**src/rtl/gf8_mul_sched.sv**
```systemverilog
// gf8_mul_sched: two-requester GF(2^8) multiplier (carry-less multiply, then bit-serial reduction); define GF8_SCHED_FIXED_PRIO_EN for fixed-priority arbitration
module gf8_mul_sched #(
  parameter logic [7:0] POLY = 8'h1B
) (
  input  logic        clk,
  input  logic        rst_n,
  input  logic [1:0]  req_valid,
  output logic [1:0]  req_ready,
  input  logic [15:0] req_a,
  input  logic [15:0] req_b,
  output logic        out_valid,
  input  logic        out_ready,
  output logic [7:0]  out_y,
  output logic        out_id,
  output logic        busy
);
  typedef enum logic [1:0] {IDLE, MUL, RED, DONE} state_t;
  state_t      r_state, w_next;
  logic [7:0]  r_a, r_b;
  logic        r_id;
  logic [2:0]  r_cnt;
  logic [14:0] r_p, w_clmul, w_red;
  logic        w_gnt_id, w_accept;
  logic [1:0]  w_ready;
`ifndef GF8_SCHED_FIXED_PRIO_EN
  logic        r_ptr;
`endif
  // pick the requester to serve; a lone valid requester always wins, ready only for a valid one
  always_comb begin
`ifdef GF8_SCHED_FIXED_PRIO_EN
    w_gnt_id = ~req_valid[0];
`else
    w_gnt_id = (&req_valid) ? r_ptr : req_valid[1];
`endif
    w_ready  = (r_state == IDLE && req_valid[w_gnt_id]) ? (2'b01 << w_gnt_id) : 2'b00;
    w_accept = |w_ready;
  end
  // state register
  always_ff @(posedge clk) begin
    if (!rst_n) r_state <= IDLE;
    else        r_state <= w_next;
  end
  // next-state logic
  always_comb begin
    w_next = r_state;
    unique case (r_state)
      IDLE:    w_next = w_accept ? MUL : IDLE;
      MUL:     w_next = RED;
      RED:     w_next = (r_cnt == 3'd0) ? DONE : RED;
      DONE:    w_next = out_ready ? IDLE : DONE;
      default: w_next = IDLE;
    endcase
  end
  // carry-less 8x8 product of the latched operands
  always_comb begin
    w_clmul = '0;
    for (int i = 0; i < 8; i++)
      if (r_a[i]) w_clmul ^= 15'(r_b) << i;
  end
  // one reduction step: if p[8+n] is set, XOR x^8+POLY aligned at bit n, clearing p[8+n]
  always_comb begin
    w_red = r_p[{1'b1, r_cnt}] ? (r_p ^ (15'({1'b1, POLY}) << r_cnt)) : r_p;
  end
  // operand capture, product register and reduction counter
  always_ff @(posedge clk) begin
    if (!rst_n) begin
      r_a   <= '0;
      r_b   <= '0;
      r_id  <= 1'b0;
      r_cnt <= '0;
      r_p   <= '0;
    end else begin
      if (w_accept) begin
        r_a  <= w_gnt_id ? req_a[15:8] : req_a[7:0];
        r_b  <= w_gnt_id ? req_b[15:8] : req_b[7:0];
        r_id <= w_gnt_id;
      end
      if (r_state == MUL) begin
        r_p   <= w_clmul;
        r_cnt <= 3'd6;
      end
      if (r_state == RED) begin
        r_p   <= w_red;
        r_cnt <= (r_cnt != 3'd0) ? r_cnt - 3'd1 : r_cnt;
      end
    end
  end
`ifndef GF8_SCHED_FIXED_PRIO_EN
  // round-robin pointer hands priority to the requester not just served
  always_ff @(posedge clk) begin
    if (!rst_n)        r_ptr <= 1'b0;
    else if (w_accept) r_ptr <= ~w_gnt_id;
  end
`endif
  assign req_ready = w_ready;
  assign out_valid = (r_state == DONE);
  assign out_y     = r_p[7:0];
  assign out_id    = r_id;
  assign busy      = (r_state != IDLE);
endmodule

```
**config.mk**
```make
export PLATFORM = sky130hd
export DESIGN_NAME = gf8_mul_sched
export DESIGN_NICKNAME = d
export VERILOG_FILES = /design/src/rtl/gf8_mul_sched.sv
export SDC_FILE = /design/constraint.sdc
export NUM_CORES = 1
export LEC_CHECK = 0
export ABC_AREA = 1
export BUFFER_PORTS_ARGS = -buffer_cell sky130_fd_sc_hd__buf_2
export CORE_MARGIN = 2
export CORE_UTILIZATION = 45
export CTS_CLUSTER_SIZE = 10
export DETAILED_ROUTE_END_ITERATION = 10
export PLACE_DENSITY = 0.68
export SYNTH_ARGS = -nofsm -noshare
export SYNTH_HDL_FRONTEND = slang
export SYNTH_SLANG_ARGS = --single-unit
```
**constraint.sdc**
```tcl
create_clock -name clk -period 1.5 [get_ports clk]
set_input_delay 0.3 -clock clk [delete_from_list [all_inputs] [get_ports clk]]
set_output_delay 0.3 -clock clk [all_outputs]
set_load 0.01 [all_outputs]
```
# == After elaboration in Yosys (flattened, before gate mapping) ==
# Index checks and enable logic that the tools add are counted.
# word_totals
latch_bits,0
out_inout_bits,13
mem_bits_ro,0
n_memories,0
mem_bits_rw,0
regBits,38
wordCells,62
# op_classes
mul,0
div,0
n_mux,26
bitwise,9
reduce_logical,10
magnitude_cmp,2
add_sub_neg,1
shift,2
eq_ne,5
# ops
op,n
two-way mux 15 bit,10
XOR 15 bit,2
two-way mux 8 bit,3
left shift 9 x 3 -> 15 bit (first input constant),1
XOR 15 x 10 -> 15 bit,1
XOR 15 x 11 -> 15 bit,1
XOR 15 x 12 -> 15 bit,1
XOR 15 x 13 -> 15 bit,1
XOR 15 x 14 -> 15 bit,1
XOR 15 x 9 -> 15 bit,1
two-way mux 3 bit,3
case mux 2 bit (4 select lines),1
two-way mux 1 bit,6
AND reduction 2 bit,3
less-than comparator 4 x 5 -> 1 bit (second input constant),1
equality test 2 bit (second input constant),2
two-way mux 2 bit,2
nonzero test 2 bit,2
binary-select mux 1 bit (select 3 bit),1
logical NOT 3 bit,1
nonzero test 3 bit,1
subtractor 3 x 1 -> 3 bit (second input constant),1
equality test 2 x 1 -> 1 bit (second input constant),1
logical NOT 2 bit,1
other kinds (7),7

# == Depth between registers and ports, before layout ==
# Gate-level depths: netlist of the first run.
# depth
word_depth,17
ltp_mapped,12
mapped_depth_nobuf,11

# == Worst setup path after synthesis of the first run ==
# Ideal clock, no wire load.
# synth_timing
path_kind,flip-flop to flip-flop
from,register r_cnt[0]
to,register r_p[5]
stages_incl_launch_ff,12
setup_slack_ps,-26
n_path_buf,1
synth_period_minus_slack_ps,1526
t_arrival_ps,1411
path_cell_list,dfxtp_1 buf_4 inv_2 ha_1 inv_1 nor2_1 nor2_1 a21oi_1 o21ai_0 nand2_1 nor2_1 nor2_1
# synth_via
elab_chain_cells,4
word_cells_on_any_way,8
cone_classes,eq/ne: 1; shift: 1; mux: 4; bitwise: 1; reduce/logical: 1
# synth_lines
element,line,rtl
start: declaration,21,logic [2:0] r_cnt;
start signal: assignment,84,r_cnt <= (r_cnt != 3'd0) ? r_cnt - 3'd1 : r_cnt;
binary-select mux 1 bit (select 3 bit) / left shift 9 x 3 -> 15 bit (equally long branches),62,"w_red = r_p[{1'b1, r_cnt}] ? (r_p ^ (15'({1'b1, POLY}) << r_cnt)) : r_p;"
two-way mux 1 bit (implied by the code) / XOR 15 bit (equally long branches),62,
!= test 2 bit (no line) / two-way mux 15 bit (equally long branches),--,
AND reduction 2 bit (no line) / two-way mux 15 bit (equally long branches),--,
end signal: assignment,79,r_p <= w_clmul;
end signal: assignment,83,r_p <= w_red;
end: declaration,22,"logic [14:0] r_p, w_clmul, w_red;"
# Several ways; a longest one is shown, not always the timed one. The select of a mux whose other input is x is not followed.
# A chain may end at the register's enable or synchronous reset.

# == Final worst setup path of the first run ==
# layout_timing
from,register r_state[0]
to,output req_ready[0]
# layout_via
elab_chain_cells,3
# layout_lines
element,line,rtl
start: declaration,18,"state_t r_state, w_next;"
start signal: assignment,41,else r_state <= w_next;
logical NOT 2 bit,35,w_ready = (r_state == IDLE && req_valid[w_gnt_id]) ? (2'b01 << w_gnt_id) : 2'b00;
logical AND 1 bit,35,
two-way mux 2 bit,35,
end: declaration,8,"output logic [1:0] req_ready,"
# No other way between the ends.

==> flow_summary.toml, run 1 <==
[routing]
wl_mm = 8.44
drt-wirelength-per-cell_um = 12.4
vias_per_cell = 5.09
drc_errors = 0
detail-route-antenna-nets = 0
first_pass_iters = 5
first_iter_violations = 131
num_vias = 3452

[die]
die_w_um = 87.3
start_util = 0.462
core-area_um2 = 6760
pin_count = 50
row_count = 30
die_area_um2 = 7620
die_y_um = 87.3

[worst_setup_path]
critical_path.cell_chain = "inv_4 > nand2_4 > nor2_4 > nand2_2 > clkinv_2 > buf_6"
crit_path_top_delay_cell = "dfxtp_4"
critPathKind = "reg2out"
critical_path.top_delay_family = "flip-flops"
required_ns = 1.20
path_max_fanout = 3
critPathBufInv = 3
crit_path_end_kind = "output port"
worstSetupStartpointType = "flop"
worst_ep_arrival_time_ns = 1.15
cpPeakStageDelay_ns = 0.37

[worst_hold_path]
hold_class = "in2reg"

[finish]
fin_util = 0.582
antenna_cells = 0
layoutNonFillerInstCount = 678
syn2layout_area_growth_pct = 26.0
fin_nets = 640
drive_above_1_share = 0.254

[grt]
grt_usage = 0.218
grt_antenna_before_repair = 0
grt_max_degree = 22
grt.overflow.total = 0
grt_pass1_vias = 3019
grt_pass1_wl_mm = 13.4

[run_status]
status = "complete, no violations"

[synth]
synth.avg_cell_area_um2 = 5.89
synth-seq-cells = 38
syn_nets = 573
synth_top_family_by_area = "simple AND/OR/NAND/NOR gates"
synth_compound_area_frac = 0.108
yosysWarningCount = 0
synth_cell_type_count = 31
synthAdderAreaFrac = 0.0240
yosys.area_share.simple = 0.395
synth_cells = 530
synth-xor-area-share = 0.0982
ys_seq_area_frac = 0.244
synthMuxAreaShare = 0
syn_area_um2 = 3120

[sta]
rsz0062_at_grt = "true"
relSlewSlack = 0.757
worstMarginPinSlew_ns = 0.365
period_share = 0.968
period_needed_ns = 1.45
fmax_mhz = 688
setup_ws_ns = 0.0475
fin_skew_ns = 0.00878
finalSetupViolations = 0
timing_hold_violations_final = 0
fin_hold_ws_ns = 0.278
drv_slew = 0

[power]
power_leakage_nw = 2.00
p_per_area_nw_per_um2 = 1200
ir_drop_uv = 555
power_w = 0.00472

[cts]
cts-htree-levels = 2
clk_pin_slew_worst_paths_ns = 0.08
clk_path_buf_depth = 2
holdBufCountCts = 0
cts_buffers = 5
clk_latency_ns = 0.30
cts_sinks = 38
cts-root-buf = "clkbuf_8"
tritoncts = "built"

[placement]
finalWeightedCongestion = 0.824
io_buffer_count = 49
placed_cells = 664
hpwl_mm = 6.23
pre_cts_slack_ns = -0.0230

[flow_run]
drv_cap = 0
## worst reg2reg max path: cells and delay by family, from the launching register on
family / cells / cell delay, ns
DFF: 1 / 0.39
and+or+nand+nor: 5 / 0.51
AOI/OAI and AO/OA: 2 / 0.16
buffers and inverters: 2 / 0.26
## cell families after synthesis
family	Yosys count
DFF	38
xor gates and xnor gates	35
and+or+nand+nor	298
AOI/OAI and AO/OA	65
buffers and inverters	88
adders and majority gates	6
## synthesized netlist by cell type, drive strengths merged
master	n	area (µm²)
o21a	1	7.51
nand2	221	847
o32ai	1	8.76
ha	6	75.1
dfxtp	38	761
nand3	42	215
a21oi	31	155
nand4	3	25.0
xor2	14	123
buf	33	203
nand2b	4	25.0
clkinv	3	11.3
nor3	1	5.00
a22o	1	8.76
o21ai	29	145
or2	1	6.26
inv	48	180
xnor2	21	184
nand3b	1	7.51
clkbuf	4	15.0
nor2	25	101
a31oi	2	12.5
## per-stage QoR
| stage | TNS [ns] | area [µm²] |
|---|---|---|
| after detailed placement | -0.0425 | 3580 |
| after floorplan | 0 | 3130 |
| after global routing | -0.0194 | 3930 |
| after CTS | 0 | 3760 |
| final | 0 | 3930 |
| after global placement | 0 | 3580 |
## placed cells by master (no fill, tap or decap), drive strengths merged, types with 2 or more instances in the layout
master and instances:
nand2 223, buf 95, inv 48, nand3 42
dfxtp 38, a21oi 31, o21ai 29, nor2 25
xnor2 21, xor2 14, clkbuf 6, ha 6
nand2b 4, clkinv 3, nand4 3, a31oi 2
bufinv 2
## cell type report
cell class / count / area, µm²
clock buffers: 6 / 82.6
flip-flops and latches: 38 / 785
repair buffers: 95 / 617
inverters: 51 / 205
multi-input cells: 406 / 2080
well taps: 80 / 100
fillers: 658 / 2820
clock inverters: 2 / 60.1
## power breakdown
part           internal (W)  switching (W)  total, W
clock network      0.000710       0.000376   0.00109
registers           0.00121       0.000224   0.00143
logic              0.000925        0.00127   0.00220
total               0.00285        0.00187   0.00472
## path summary, 6_finish.rpt
check                                start           end  slack (ns)  cells after the start
worst max register to register    r_cnt[0]        r_p[6]        0.08                      9
worst max-delay path            r_state[0]  req_ready[0]        0.05                      6
worst min-delay path             out_ready    r_state[1]        0.28                      3
worst min register to register      out_id        out_id        0.47                      2
## state kept, by name (all words and copies together) (netlist names)
register and flops:
r_ptr 1, r_b 8, r_state 2, r_a 8, out_id 1, r_cnt 3
r_p 15
## routing by layer
layer,vias up,global-route usage,wire [µm],part of all wire
met3,18,0.0417,564,0.067
met4,0,0.0559,168,0.020
li1,1769,-,-,-
met1,1530,0.280,3760,0.45
met2,135,0.373,3950,0.47
met5,-,0,0,0
## what timing repair did
| action | in CTS | in global routing |
|---|---|---|
| pin swaps | 1 | 8 |
| endpoints found under the hold margin | 0 | 0 |
| setup buffers | 3 | 1 |
| resized for setup | 8 | 44 |
| cloned | 0 | 2 |
| endpoints found under the setup margin | 3 | 16 |
(Power assumes the default switching activity.)
==> run 2: changes to the inputs <==
--- a/config.mk
+++ b/config.mk
@@ -5,13 +5,12 @@
 export SDC_FILE = /design/constraint.sdc
 export NUM_CORES = 1
 export LEC_CHECK = 0
-export ABC_AREA = 1
 export BUFFER_PORTS_ARGS = -buffer_cell sky130_fd_sc_hd__buf_2
 export CORE_MARGIN = 2
 export CORE_UTILIZATION = 45
 export CTS_CLUSTER_SIZE = 10
 export DETAILED_ROUTE_END_ITERATION = 10
-export PLACE_DENSITY = 0.68
+export PLACE_DENSITY = 0.75
 export SYNTH_ARGS = -nofsm -noshare
 export SYNTH_HDL_FRONTEND = slang
 export SYNTH_SLANG_ARGS = --single-unit
==> flow_summary.toml, run 2 <==
[die]
start_util = 0.463
die_y_um = 82.1
row_count = 28
pin_count = 50
die_area_um2 = 6740
die_w_um = 82.1
core-area_um2 = 5920

[routing]
dr_wl_met2_mm = 4.40
first_iter_violations = 184
top_layer_used = "met4"
wl_mm = 8.51
wl_met1_mm = 3.54
num_vias = 2965
drt-wirelength-per-cell_um = 16.6
met3_length_um = 476
first_pass_iters = 8
vias_per_cell = 5.78
detail-route-antenna-nets = 0
drc_errors = 0

[synth]
synth_top_family_by_area = "compound AO/OA/AOI/OAI gates"
synth-xor-area-share = 0.164
synth_edf_count = 0
syn_nets = 392
synth_cell_type_count = 51
synth_cells = 349
synth-async-reset-ratio = 0
synth-seq-cells = 38
yosysTopAreaCell = "dfxtp_1"
synth.avg_cell_area_um2 = 7.86
ys_top_cells_by_count = "71 x nand2_1, 38 x dfxtp_1, 30 x xnor2_1"
synthTopCellsByArea = "dfxtp_1 28%, nand2_1 9.7%, xnor2_1 9.6%"
synth_compound_area_frac = 0.218
yosysWarningCount = 0
synth_top_area_frac = 0.277
yosys.area_share.simple = 0.210
synth.most_common_cell = "nand2_1"
ys.flop_type = "dfxtp_1"
ys_seq_area_frac = 0.277
synthAdderAreaFrac = 0.0274
syn_area_um2 = 2740
synthMuxAreaShare = 0.0228

[cts]
holdBufCountCts = 0
cts_sinks = 38
clk_latency_ns = 0.29
clk_path_buf_depth = 2
cts-htree-levels = 2
tritoncts = "built"
cts-root-buf = "clkbuf_8"
cts_buffers = 5
clk_pin_slew_worst_paths_ns = 0.08

[finish]
syn2layout_area_growth_pct = 41.5
largest_reg_flops = 15
layoutNonFillerInstCount = 513
final_common_cell = "nand2_1"
layout_common_cells = "71 x nand2_1, 60 x buf_4, 47 x buf_2"
antenna_cells = 0
fin_util = 0.656
drive_above_1_share = 0.404
regMostFlops = "r_p"
reg.largest.list = "r_p x15, r_a x8, r_b x8"
fin_nets = 482

[worst_setup_path]
critPathKind = "reg2reg"
critPathBufInv = 0
worst_ep_arrival_time_ns = 2.06
crit_path_end_kind = "flop"
path_max_fanout = 8
worstSetupStartpointType = "flop"
required_ns = 1.72
critical_path.top_delay_family = "simple AND/OR/NAND/NOR gates"
cpPeakStageDelay_ns = 0.55
crit_path_top_delay_cell = "or4bb_4"
critical_path.cell_chain = "or4bb_4 > o211ai_4 > o21ai_4 > or4_4 > o211ai_1"

[placement]
io_buffer_count = 49
hpwl_mm = 5.77
finalWeightedCongestion = 0.905
placed_cells = 492

[sta]
relSlewSlack = 0.753
drv_slew = 0
period_share = 1.23
fin_hold_ws_ns = 0.190
worstMarginPinSlew_ns = 0.370
finalSetupViolations = 16
rsz0062_at_grt = "true"
setup_ws_ns = -0.341
timing_hold_violations_final = 0
fmax_mhz = 543
period_needed_ns = 1.84
fin_skew_ns = 0.00583

[power]
power_leakage_nw = 1.55
ir_drop_uv = 554
p_per_area_nw_per_um2 = 918

[grt]
grt_usage = 0.247
grt.overflow.total = 0
grt_max_degree = 22
grt_pass1_vias = 2762
grt_pass1_wl_mm = 12.8
grt_antenna_before_repair = 0

[worst_hold_path]
hold_class = "in2reg"

[run_status]
status = "finished with violations"
failed_checks = "negative setup slack"

[flow_run]
drv_cap = 0
run 2: changes by cell type after synthesis, sizes merged, moves of 9 or more:
cell and delta:
inv -42, clkbuf +23, o21ai -20, nand3 -33, xnor2 +9, a21oi -17, buf -20, nand2 -150
a222oi +16
run 2: metal layers:
metal  global-route usage  vias up
met4               0.0667        0
met3               0.0407       10
li1                     -     1400
met2                0.441      113
met1                0.305     1442
met5                    0        -
run 2: area by class of cell:
class | count | area [µm²]
timing repair buffer | 123 | 906
clock buffer | 6 | 82.6
tap | 75 | 93.8
sequential | 38 | 777
inverter | 7 | 28.8
fill | 494 | 2040
multi-input combinational | 264 | 1990
run 2: stage by stage:
stage | setup TNS [ns] | cell area (µm²) | total power [W] | setup slack, ns
after floorplan | -3.08 | 2840 | 0.00206 | -0.326
after global placement | -3.64 | 3450 | 0.00256 | -0.305
after detailed placement | -4.61 | 3450 | 0.00258 | -0.377
after CTS | -3.86 | 3670 | 0.00339 | -0.330
after global routing | -5.11 | 3880 | 0.00375 | -0.377
final | -4.21 | 3880 | 0.00356 | -0.341
run 2: path summary, 6_finish.rpt:
kind | cells after the start | endpoint | from | slack (ns)
worst max-delay path | 5 | r_p[8] | r_cnt[1] | -0.34
worst min-delay path | 2 | r_state[1] | out_ready | 0.19
worst max register to register | 5 | r_p[8] | r_cnt[1] | -0.34
worst min register to register | 2 | r_p[3] | r_p[3] | 0.50
run 2: cells by family after synthesis:
logic type,after synthesis
adder cells (fa/ha/maj),6
buffers and inverters,47
flip-flops,38
multiplexers,6
AND/OR/NAND/NOR,130
AO/OA/AOI/OAI,77
XOR/XNOR,45
run 2: worst register-to-register path, delay by kind of cell, from the launching register on:
kind	cells	cell delay, ns
and+or+nand+nor	2	1.05
AOI/OAI and AO/OA	3	0.39
DFF	1	0.34
run 2: repair_timing:
| item | in CTS | in global routing |
|---|---|---|
| buffers inserted | 11 | 3 |
| endpoints found under the setup margin | 17 | 37 |
| resized for setup | 16 | 36 |
| gates cloned | 0 | 2 |
| pin swaps | 6 | 20 |
run 2: report_power, final:
part / leakage, nW / internal (W) / switching [W]
Clock: 0.0431 / 0.000355 / 0.000362
Sequential: 0.315 / 0.00112 / 0.000122
Combinational: 1.20 / 0.000784 / 0.000816
Total: 1.55 / 0.00226 / 0.00130
==> run 3: changes to the inputs <==
--- a/config.mk
+++ b/config.mk
@@ -10,7 +10,7 @@
 export CORE_UTILIZATION = 45
 export CTS_CLUSTER_SIZE = 10
 export DETAILED_ROUTE_END_ITERATION = 10
-export PLACE_DENSITY = 0.75
+export PLACE_DENSITY = 0.69
 export SYNTH_ARGS = -nofsm -noshare
 export SYNTH_HDL_FRONTEND = slang
 export SYNTH_SLANG_ARGS = --single-unit
==> flow_summary.toml, run 3 (synthesized netlist as in run 2, its figures left out) <==
[run_status]
status = "finished with violations"
failed_checks = "negative setup slack"

[power]
ir_drop_uv = 532
power_leakage_nw = 1.57
p_per_area_nw_per_um2 = 935

[grt]
grt_pass1_vias = 2772
grt_antenna_before_repair = 0
grt_max_degree = 22
grt_pass1_wl_mm = 13.1
grt.overflow.total = 0
grt_usage = 0.256

[cts]
tritoncts = "built"
cts-htree-levels = 2
clk_pin_slew_worst_paths_ns = 0.08
cts_sinks = 38
clk_path_buf_depth = 2
clk_latency_ns = 0.29
cts_buffers = 5
cts-root-buf = "clkbuf_8"

[placement]
finalWeightedCongestion = 0.900
hpwl_mm = 5.81
io_buffer_count = 49
placed_cells = 503

[finish]
layoutNonFillerInstCount = 522
fin_util = 0.649
drive_above_1_share = 0.378
reg.largest.list = "r_p x15, r_a x8, r_b x8"
regMostFlops = "r_p"
syn2layout_area_growth_pct = 40.1
layout_common_cells = "71 x nand2_1, 71 x buf_4, 47 x buf_2"
antenna_cells = 0
largest_reg_flops = 15
fin_nets = 489

[sta]
drv_slew = 0
fmax_mhz = 537
rsz0062_at_grt = "true"
period_needed_ns = 1.86
relSlewSlack = 0.741
setup_ws_ns = -0.362
worstMarginPinSlew_ns = 0.384
period_share = 1.24
fin_skew_ns = 0.00692
timing_hold_violations_final = 0
finalSetupViolations = 16
fin_hold_ws_ns = 0.197

[worst_setup_path]
worst_ep_arrival_time_ns = 2.05
worstSetupStartpointType = "flop"
required_ns = 1.68
crit_top_cell = "buf_6"
critical_path.cell_chain = "or4bb_4 > o211ai_4 > buf_6 > o21a_4 > buf_4 > buf_6 > and3_4 > nor3_2"
cpPeakStageDelay_ns = 0.55
crit_path_end_kind = "flop"
path_max_fanout = 5
crit_path_top_delay_cell = "or4bb_4"
critPathKind = "reg2reg"

[die]
die_y_um = 82.1
row_count = 28
core-area_um2 = 5920
pin_count = 50
die_area_um2 = 6740
start_util = 0.463
die_w_um = 82.1

[routing]
drc_errors = 0
drt-wirelength-per-cell_um = 15.1
first_iter_violations = 207
vias_per_cell = 5.57
num_vias = 2908
first_pass_iters = 5
detail-route-antenna-nets = 0
wl_mm = 7.86

[worst_hold_path]
hold_class = "in2reg"

[flow_run]
drv_cap = 0
## run 3: changes by cell type in the layout (fill, tap and decap cells not counted), sizes merged
cell / before / now
bufinv: 0 / 1
buf: 122 / 130
## run 3: final cells by class
| class | instances | area (µm²) |
|---|---|---|
| timing repair buffer | 130 | 930 |
| sequential | 38 | 777 |
| tap | 75 | 93.8 |
| clock inverter | 1 | 30.0 |
| clock buffer | 7 | 76.3 |
| inverter | 7 | 28.8 |
| multi-input combinational | 264 | 1910 |
| fill | 501 | 2080 |
## run 3: metrics by stage
stage / TNS [ns] / setup WS, ns / total power, W / cell area (µm²)
2_1_floorplan: -3.08 / -0.326 / 0.00206 / 2840
3_3_place_gp: -3.68 / -0.323 / 0.00262 / 3540
3_5_place_dp: -4.46 / -0.374 / 0.00263 / 3540
4_1_cts: -4.59 / -0.352 / 0.00355 / 3730
5_1_grt: -5.92 / -0.443 / 0.00381 / 3840
6_report: -4.61 / -0.362 / 0.00359 / 3840
## run 3: metal layers
metal,routed length [µm],GRT usage,up-vias
li1,-,-,1416
met1,3370,0.311,1386
met2,3940,0.457,90
met3,360,0.0407,16
met4,195,0.0883,0
met5,0,0,-
## run 3: where the power goes
group	switching (W)	internal, W
registers	0.000130	0.00112
clock network	0.000368	0.000498
logic	0.000735	0.000740
## run 3: worst max-delay path: cells and delay by family, from the launching register on
kind | cells | cell delay, ns
AO/OA/AOI/OAI | 2 | 0.30
buffers and inverters | 3 | 0.34
flip-flops | 1 | 0.34
AND/OR/NAND/NOR | 3 | 0.76
## run 3: path summary, 6_finish.rpt
| check | startpoint | depth (start not counted) | slack, ns | end |
|---|---|---|---|---|
| min | out_ready | 2 | 0.20 | r_state[1] |
| max | r_cnt[1] | 8 | -0.36 | r_p[4] |
| min reg2reg | out_id | 2 | 0.50 | out_id |
| max reg2reg | r_cnt[1] | 8 | -0.36 | r_p[4] |
## run 3: repair_timing
action,CTS,global route
pin swaps,6,17
gates resized for setup,13,22
setup endpoints to repair,17,35
hold buffers,0,0
buffers inserted,6,6
